<file path="config.mk">
export PLATFORM = sky130hd
export DESIGN_NAME = imem_param_flat
export DESIGN_NICKNAME = d
export VERILOG_FILES = /design/src/rtl/imem_param_if.sv /design/src/rtl/imem_param.sv /design/src/flat_wrapper.sv
export SDC_FILE = /design/constraint.sdc
export NUM_CORES = 2
export LEC_CHECK = 0
export CORE_ASPECT_RATIO = 1.25
export CORE_MARGIN = 4
export CORE_UTILIZATION = 45
export CTS_CLUSTER_DIAMETER = 150
export DETAILED_ROUTE_END_ITERATION = 6
export GPL_TIMING_DRIVEN = 0
export PLACE_DENSITY = 0.63
export SYNTH_ARGS = -nofsm -noshare
export SYNTH_HDL_FRONTEND = slang
export SYNTH_SLANG_ARGS = --single-unit
</file>
<file path="constraint.sdc">
create_clock -name clk -period 7.8 [get_ports clk]
set_input_delay 1.17 -clock clk [delete_from_list [all_inputs] [get_ports clk]]
set_output_delay 1.17 -clock clk [all_outputs]
set_load 0.005 [all_outputs]
</file>
<file path="src/rtl/imem_param_if.sv">
// rtl/imem_param_if.sv - fetch, response, program-load and status signals of the instruction memory
interface imem_param_if #(
   parameter int DATA_W = 32,
   parameter int ADDR_W = 32
);
   logic                  fetch_valid;
   logic [ADDR_W-1:0]     fetch_addr;
   logic                  fetch_ready;
   logic                  rsp_valid;
   logic [DATA_W-1:0]     rsp_data;
   logic                  rsp_err;
   logic                  rsp_ready;
   logic                  wr_en;
   logic [ADDR_W-1:0]     wr_addr;
   logic [DATA_W-1:0]     wr_data;
   logic [DATA_W/8-1:0]   wr_be;
   logic                  wr_ready;
   logic                  wr_err;
   logic                  init_busy;

   modport master (
      output fetch_valid, fetch_addr, rsp_ready, wr_en, wr_addr, wr_data, wr_be,
      input  fetch_ready, rsp_valid, rsp_data, rsp_err, wr_ready, wr_err, init_busy
   );

   modport slave (
      input  fetch_valid, fetch_addr, rsp_ready, wr_en, wr_addr, wr_data, wr_be,
      output fetch_ready, rsp_valid, rsp_data, rsp_err, wr_ready, wr_err, init_busy
   );
endinterface

</file>
<file path="src/rtl/imem_param.sv">
// rtl/imem_param.sv - parametrised instruction memory: byte-enable load port, registered fetch port, post-reset clear
module imem_param #(
   parameter int DATA_W = 32,
   parameter int DEPTH  = 64,
   parameter int ADDR_W = 32
) (
   input  logic          clk,
   input  logic          reset_n,
   imem_param_if.slave   bus
);
   localparam int BW    = DATA_W / 8;
   localparam int OFF_W = $clog2(BW);
   localparam int IDX_W = $clog2(DEPTH);
   localparam int HI    = OFF_W + IDX_W;
   localparam logic [ADDR_W-1:0] OFF_MASK = ADDR_W'(BW - 1);

   typedef enum logic {S_INIT, S_RUN} state_t;

   state_t               state_q, state_d;
   logic [IDX_W-1:0]     cnt_q;
   logic                 rsp_valid_q;
   logic                 rsp_err_q;
   logic                 rsp_zero_q;
   logic                 wr_err_q;
   logic [DATA_W-1:0]    rd_word;

   logic [DATA_W-1:0]    mem [DEPTH];
   logic                 mem_we;
   logic [IDX_W-1:0]     mem_widx;
   logic [DATA_W-1:0]    mem_wdata;
   logic [BW-1:0]        mem_wbe;

   logic                 run;
   logic                 fetch_acc;
   logic                 f_bad, wr_bad;
   logic [IDX_W-1:0]     f_idx, wr_idx;

   // Misaligned low bits or any bit above the word index make an address bad.
   function automatic logic addr_bad(input logic [ADDR_W-1:0] a);
      return ((a & OFF_MASK) != '0) || ((a >> HI) != '0);
   endfunction

   function automatic logic [IDX_W-1:0] addr_idx(input logic [ADDR_W-1:0] a);
      return IDX_W'(a >> OFF_W);
   endfunction

   assign f_bad  = addr_bad(bus.fetch_addr);
   assign f_idx  = addr_idx(bus.fetch_addr);
   assign wr_bad = addr_bad(bus.wr_addr);
   assign wr_idx = addr_idx(bus.wr_addr);

   assign run       = (state_q == S_RUN);
   assign fetch_acc = bus.fetch_valid && bus.fetch_ready;

   assign bus.fetch_ready = run && (!rsp_valid_q || bus.rsp_ready);
   assign bus.wr_ready    = run;
   assign bus.init_busy   = (state_q == S_INIT);
   assign bus.wr_err      = wr_err_q;
   assign bus.rsp_valid   = rsp_valid_q;
   assign bus.rsp_err     = rsp_err_q;
   assign bus.rsp_data    = rsp_zero_q ? '0 : rd_word;

   // The clearing sequencer owns the single write port while in INIT.
   always_comb begin
      state_d   = state_q;
      mem_we    = 1'b0;
      mem_widx  = wr_idx;
      mem_wdata = bus.wr_data;
      mem_wbe   = bus.wr_be;
      case (state_q)
         S_INIT: begin
            mem_we    = 1'b1;
            mem_widx  = cnt_q;
            mem_wdata = '0;
            mem_wbe   = '1;
            if (cnt_q == IDX_W'(DEPTH - 1)) begin
               state_d = S_RUN;
            end
         end
         S_RUN: begin
            mem_we = bus.wr_en && !wr_bad;
         end
         default: begin
            state_d = S_INIT;
         end
      endcase
   end

   always_ff @(posedge clk or negedge reset_n) begin
      if (!reset_n) begin
         state_q     <= S_INIT;
         cnt_q       <= '0;
         rsp_valid_q <= 1'b0;
         rsp_err_q   <= 1'b0;
         rsp_zero_q  <= 1'b1;
         wr_err_q    <= 1'b0;
      end else begin
         state_q <= state_d;
         if (state_q == S_INIT) begin
            cnt_q <= cnt_q + 1'b1;
         end
         if (fetch_acc) begin
            rsp_valid_q <= 1'b1;
            rsp_err_q   <= f_bad;
            rsp_zero_q  <= f_bad;
         end else if (bus.rsp_ready) begin
            rsp_valid_q <= 1'b0;
         end
         if (run && bus.wr_en) begin
            wr_err_q <= wr_bad;
         end
      end
   end

   always_ff @(posedge clk) begin
      if (mem_we) begin
         for (int b = 0; b < BW; b++) begin
            if (mem_wbe[b]) begin
               mem[mem_widx][8*b +: 8] <= mem_wdata[8*b +: 8];
            end
         end
      end
   end

   // Read-first: a same-edge write is not visible to this read.
   always_ff @(posedge clk) begin
      if (fetch_acc) begin
         rd_word <= mem[f_idx];
      end
   end
endmodule

</file>
<file path="src/flat_wrapper.sv">
// flat-port wrapper written by rule: the top's interface ports become plain ports
module imem_param_flat 
#(
   parameter int DATA_W = 32,
   parameter int DEPTH  = 64,
   parameter int ADDR_W = 32
)
  (clk, reset_n, bus_fetch_valid, bus_fetch_addr, bus_rsp_ready, bus_wr_en, bus_wr_addr, bus_wr_data, bus_wr_be, bus_fetch_ready, bus_rsp_valid, bus_rsp_data, bus_rsp_err, bus_wr_ready, bus_wr_err, bus_init_busy);
  imem_param_if #(.DATA_W(DATA_W), .ADDR_W(ADDR_W)) bus_i ();
  input  logic clk;
  input  logic reset_n;
  input wire logic [$bits(bus_i.fetch_valid)-1:0] bus_fetch_valid;
  input wire logic [$bits(bus_i.fetch_addr)-1:0] bus_fetch_addr;
  input wire logic [$bits(bus_i.rsp_ready)-1:0] bus_rsp_ready;
  input wire logic [$bits(bus_i.wr_en)-1:0] bus_wr_en;
  input wire logic [$bits(bus_i.wr_addr)-1:0] bus_wr_addr;
  input wire logic [$bits(bus_i.wr_data)-1:0] bus_wr_data;
  input wire logic [$bits(bus_i.wr_be)-1:0] bus_wr_be;
  output wire logic [$bits(bus_i.fetch_ready)-1:0] bus_fetch_ready;
  output wire logic [$bits(bus_i.rsp_valid)-1:0] bus_rsp_valid;
  output wire logic [$bits(bus_i.rsp_data)-1:0] bus_rsp_data;
  output wire logic [$bits(bus_i.rsp_err)-1:0] bus_rsp_err;
  output wire logic [$bits(bus_i.wr_ready)-1:0] bus_wr_ready;
  output wire logic [$bits(bus_i.wr_err)-1:0] bus_wr_err;
  output wire logic [$bits(bus_i.init_busy)-1:0] bus_init_busy;
  assign bus_i.fetch_valid = bus_fetch_valid;
  assign bus_i.fetch_addr = bus_fetch_addr;
  assign bus_i.rsp_ready = bus_rsp_ready;
  assign bus_i.wr_en = bus_wr_en;
  assign bus_i.wr_addr = bus_wr_addr;
  assign bus_i.wr_data = bus_wr_data;
  assign bus_i.wr_be = bus_wr_be;
  assign bus_fetch_ready = bus_i.fetch_ready;
  assign bus_rsp_valid = bus_i.rsp_valid;
  assign bus_rsp_data = bus_i.rsp_data;
  assign bus_rsp_err = bus_i.rsp_err;
  assign bus_wr_ready = bus_i.wr_ready;
  assign bus_wr_err = bus_i.wr_err;
  assign bus_init_busy = bus_i.init_busy;
  imem_param #(.DATA_W(DATA_W), .DEPTH(DEPTH), .ADDR_W(ADDR_W)) u_core (.clk(clk), .reset_n(reset_n), .bus(bus_i));
endmodule
</file>
==> results.cfg <==
[status]
outcome = complete, but fails checks
violations = DRC, capacitance limit, slew limit

[sta]
relSlewSlack_pct = -12.0
finClkSkew_ns = 0.0265
min_period_over_period_pct = 63.3
rsz0062_at_grt = false
fmax_ghz = 0.202
tightest_slew_ns = 1.68
maxSlewViolCount = 66
fin_crit_ns = 4.94
whs_ns = 0.522
setup_tns_ns = 0
final_hold_viol_count = 0
finalSetupViolCount = 0

[finish]
nets = 4306
drive_above_1_share_pct = 22.5
fillCellCount = 14100
fin_area_sq_um = 92400
fin_cells = 6739
area_growth_pct = 13.8

[logic_synthesis]
ys_async_sr_fraction_pct = 0.526
synth_seq_area_share_pct = 77.3
synth_area_leaders = edfxtp_1 (77%), mux4_2 (13%), mux2i_1 (1.5%)
synth_area_sq_um = 81200
yosysTopAreaCell = edfxtp_1
ys.warnings.count = 0
synth_edf_count = 2080
syn_inst = 3830
synth_commonest_cells = edfxtp_1 (2080), mux4_2 (478), nor2_1 (293)
syn-num-nets = 3936
synthFlopType = edfxtp_1
synth_top_area_share_pct = 77.0
post-synth-top-count-cell = edfxtp_1
synth.avg_cell_area_sq_um = 21.2
post_synth_num_cell_types = 50
ys_ff_latch = 2091

[drt]
vias = 44900
firstDrtPassIters = 7
wl_per_cell_microns = 43.6
post-route-drc-count = 26
wirelength_microns = 294000
dr.first_iter.drc_count = 7995
avgViaCountPerCell = 6.67
postRouteAntennaNets = 0

[setup_path]
cp-end-kind = register
r2r_setup_slack_ns = 3.18
worstPathCellList = clkbuf_1, nor2b_1, clkbuf_1, clkbuf_1, nand3_1, and3_1
r2r-end = u_core.mem[38][11]
cpPeakStageDelay_ns = 1.08
start_kind = input port
worstRegToRegCells = 6
cp_slowest_cell = clkbuf_1
timing.rr.start = u_core.bus.wr_ready
required_ns = 8.37
arrival_ns = 5.51
crit_fanout = 10
cpMostUsedCell = clkbuf_1
path_class = input port to register
crit_start = bus_fetch_addr[7]

[global_routing]
gr-total-overflow = 0
grt_max_degree = 65
antenna_found_initial = 20
grt_pass1_wl_microns = 386000
grt_pass1_vias = 43300
track_usage_pct = 31.2

[placed_design]
gp_congestion = 1.02
dp_hpwl_microns = 202000
port_buffers = 137
place_area_sq_um = 86300
dp.cells = 6381

[pwr]
ir_drop_v = 0.000250
leakagePower_nw = 24.4
p_per_area_nw_per_um2 = 242

[clocking]
cts_max_level = 4
numCtsBuffers = 193
cts_buffer_depth = 3
cts.sinks = 2091
post_cts_buffers = 0
clk_latency_ns = 0.86
root_buffer = clkbuf_16
post_cts_resize_count = 0
cts_hold_buf = 0
cts.clk_slew.worst_paths_ns = 0.06
cts_tree = built

[die]
die_height_microns = 483
coreArea_sq_um = 180000
initial_core_util_pct = 45.2
die_area_sq_um = 187000
rows = 174
die_x_microns = 388
num_io_pins = 143

[hold_path]
min_from = u_core.bus.rsp_err
min_path_cells = 2
hold_class = register to register
hold-path-endpoint = u_core.bus.rsp_err

[flow_run]
maxCapViolCount = 7
[critical path: cells and delay by family]
family,cells,cell delay (ns)
buffers and inverters,3,2.34
AND/OR/NAND/NOR,3,1.97
[kinds of logic (layout without fill, tap and decap cells)]
logic type	Yosys count	count (layout)	synth area share [%]
flip-flops	2091	2091	77.3
multiplexers	606	606	14.9
AND/OR/NAND/NOR	590	590	3.32
AO/OA/AOI/OAI	309	309	2.81
buffers and inverters	228	748	1.66
XOR/XNOR	5	5	0.0539
adder cells (fa/ha/maj)	1	1	0.0154
other	0	13	0
[stage by stage]
stage,utilization (%),power (mW),worst slack (ns)
floorplan,-,12.8,4.67
global placement,47.6,13.3,2.30
detailed placement,48.1,13.3,2.40
CTS,51.4,22.3,3.28
global route,51.4,22.8,3.13
finish,51.4,22.3,2.86
[sequential cells by signal, indices dropped and copies added, names as in the netlist]
name	count
u_core.rd_word	32
u_core.bus.rsp_valid	1
u_core.bus.rsp_err	1
u_core.bus.wr_err	1
u_core.cnt_q	6
u_core.rsp_zero_q	1
u_core.mem	2048
u_core.bus.wr_ready	1
[power breakdown]
| group | total [mW] | leakage, nW | switching, mW | internal (mW) |
|---|---|---|---|---|
| Sequential | 12.2 | 14.7 | 0 | 12.2 |
| Combinational | 0.943 | 6.80 | 0.684 | 0.259 |
| Clock | 9.24 | 2.90 | 4.20 | 5.05 |
[final cells by class]
cell class	count	area [sq um]	share of cell area [%]
diodes	13	32.5	0.0352
plain buffers	224	1350	1.46
clock buffers	248	5100	5.52
clock inverters	97	882	0.955
inverters	4	15.0	0.0163
multi-input cells	1511	17200	18.6
flip-flops and latches	2091	62700	67.9
well taps	2376	2970	3.22
repair buffers	175	2120	2.29
[metal layers]
layer / global-route usage (%) / up-vias / part of all wire [%] / wire (microns)
met3: 11.4 / 942 / 14 / 40900
met1: 37.6 / 23400 / 33 / 95600
met5: 0 / - / 0.095 / 280
li1: - / 16700 / - / -
met2: 46.0 / 3847 / 44 / 129000
met4: 23.7 / 16 / 9.5 / 27900
[worst max-delay path by stage]
stage                                    end  slack (ns)  cells after the start
after floorplan            u_core.mem[13][0]        4.67                      6
after global placement     u_core.mem[23][8]        2.30                      5
after detailed placement  u_core.mem[41][16]        2.40                      6
after CTS                   bus_rsp_data[23]        3.28                      3
after global routing        bus_rsp_data[23]        3.13                      3
final                     u_core.rd_word[22]        2.86                      6
[cell usage in the layout, fill, tap and decap left out, drive strengths merged, types with 40 or more instances in the layout]
master / instances
clkbuf: 327
nor2b: 62
clkinv: 68
nand2: 79
mux4: 478
mux2i: 118
buf: 183
o221ai: 40
a22oi: 64
nor2: 293
edfxtp: 2080
o22ai: 58
clkdlybuf4s50: 137
Note: power is estimated with default switching activity, not from simulation.
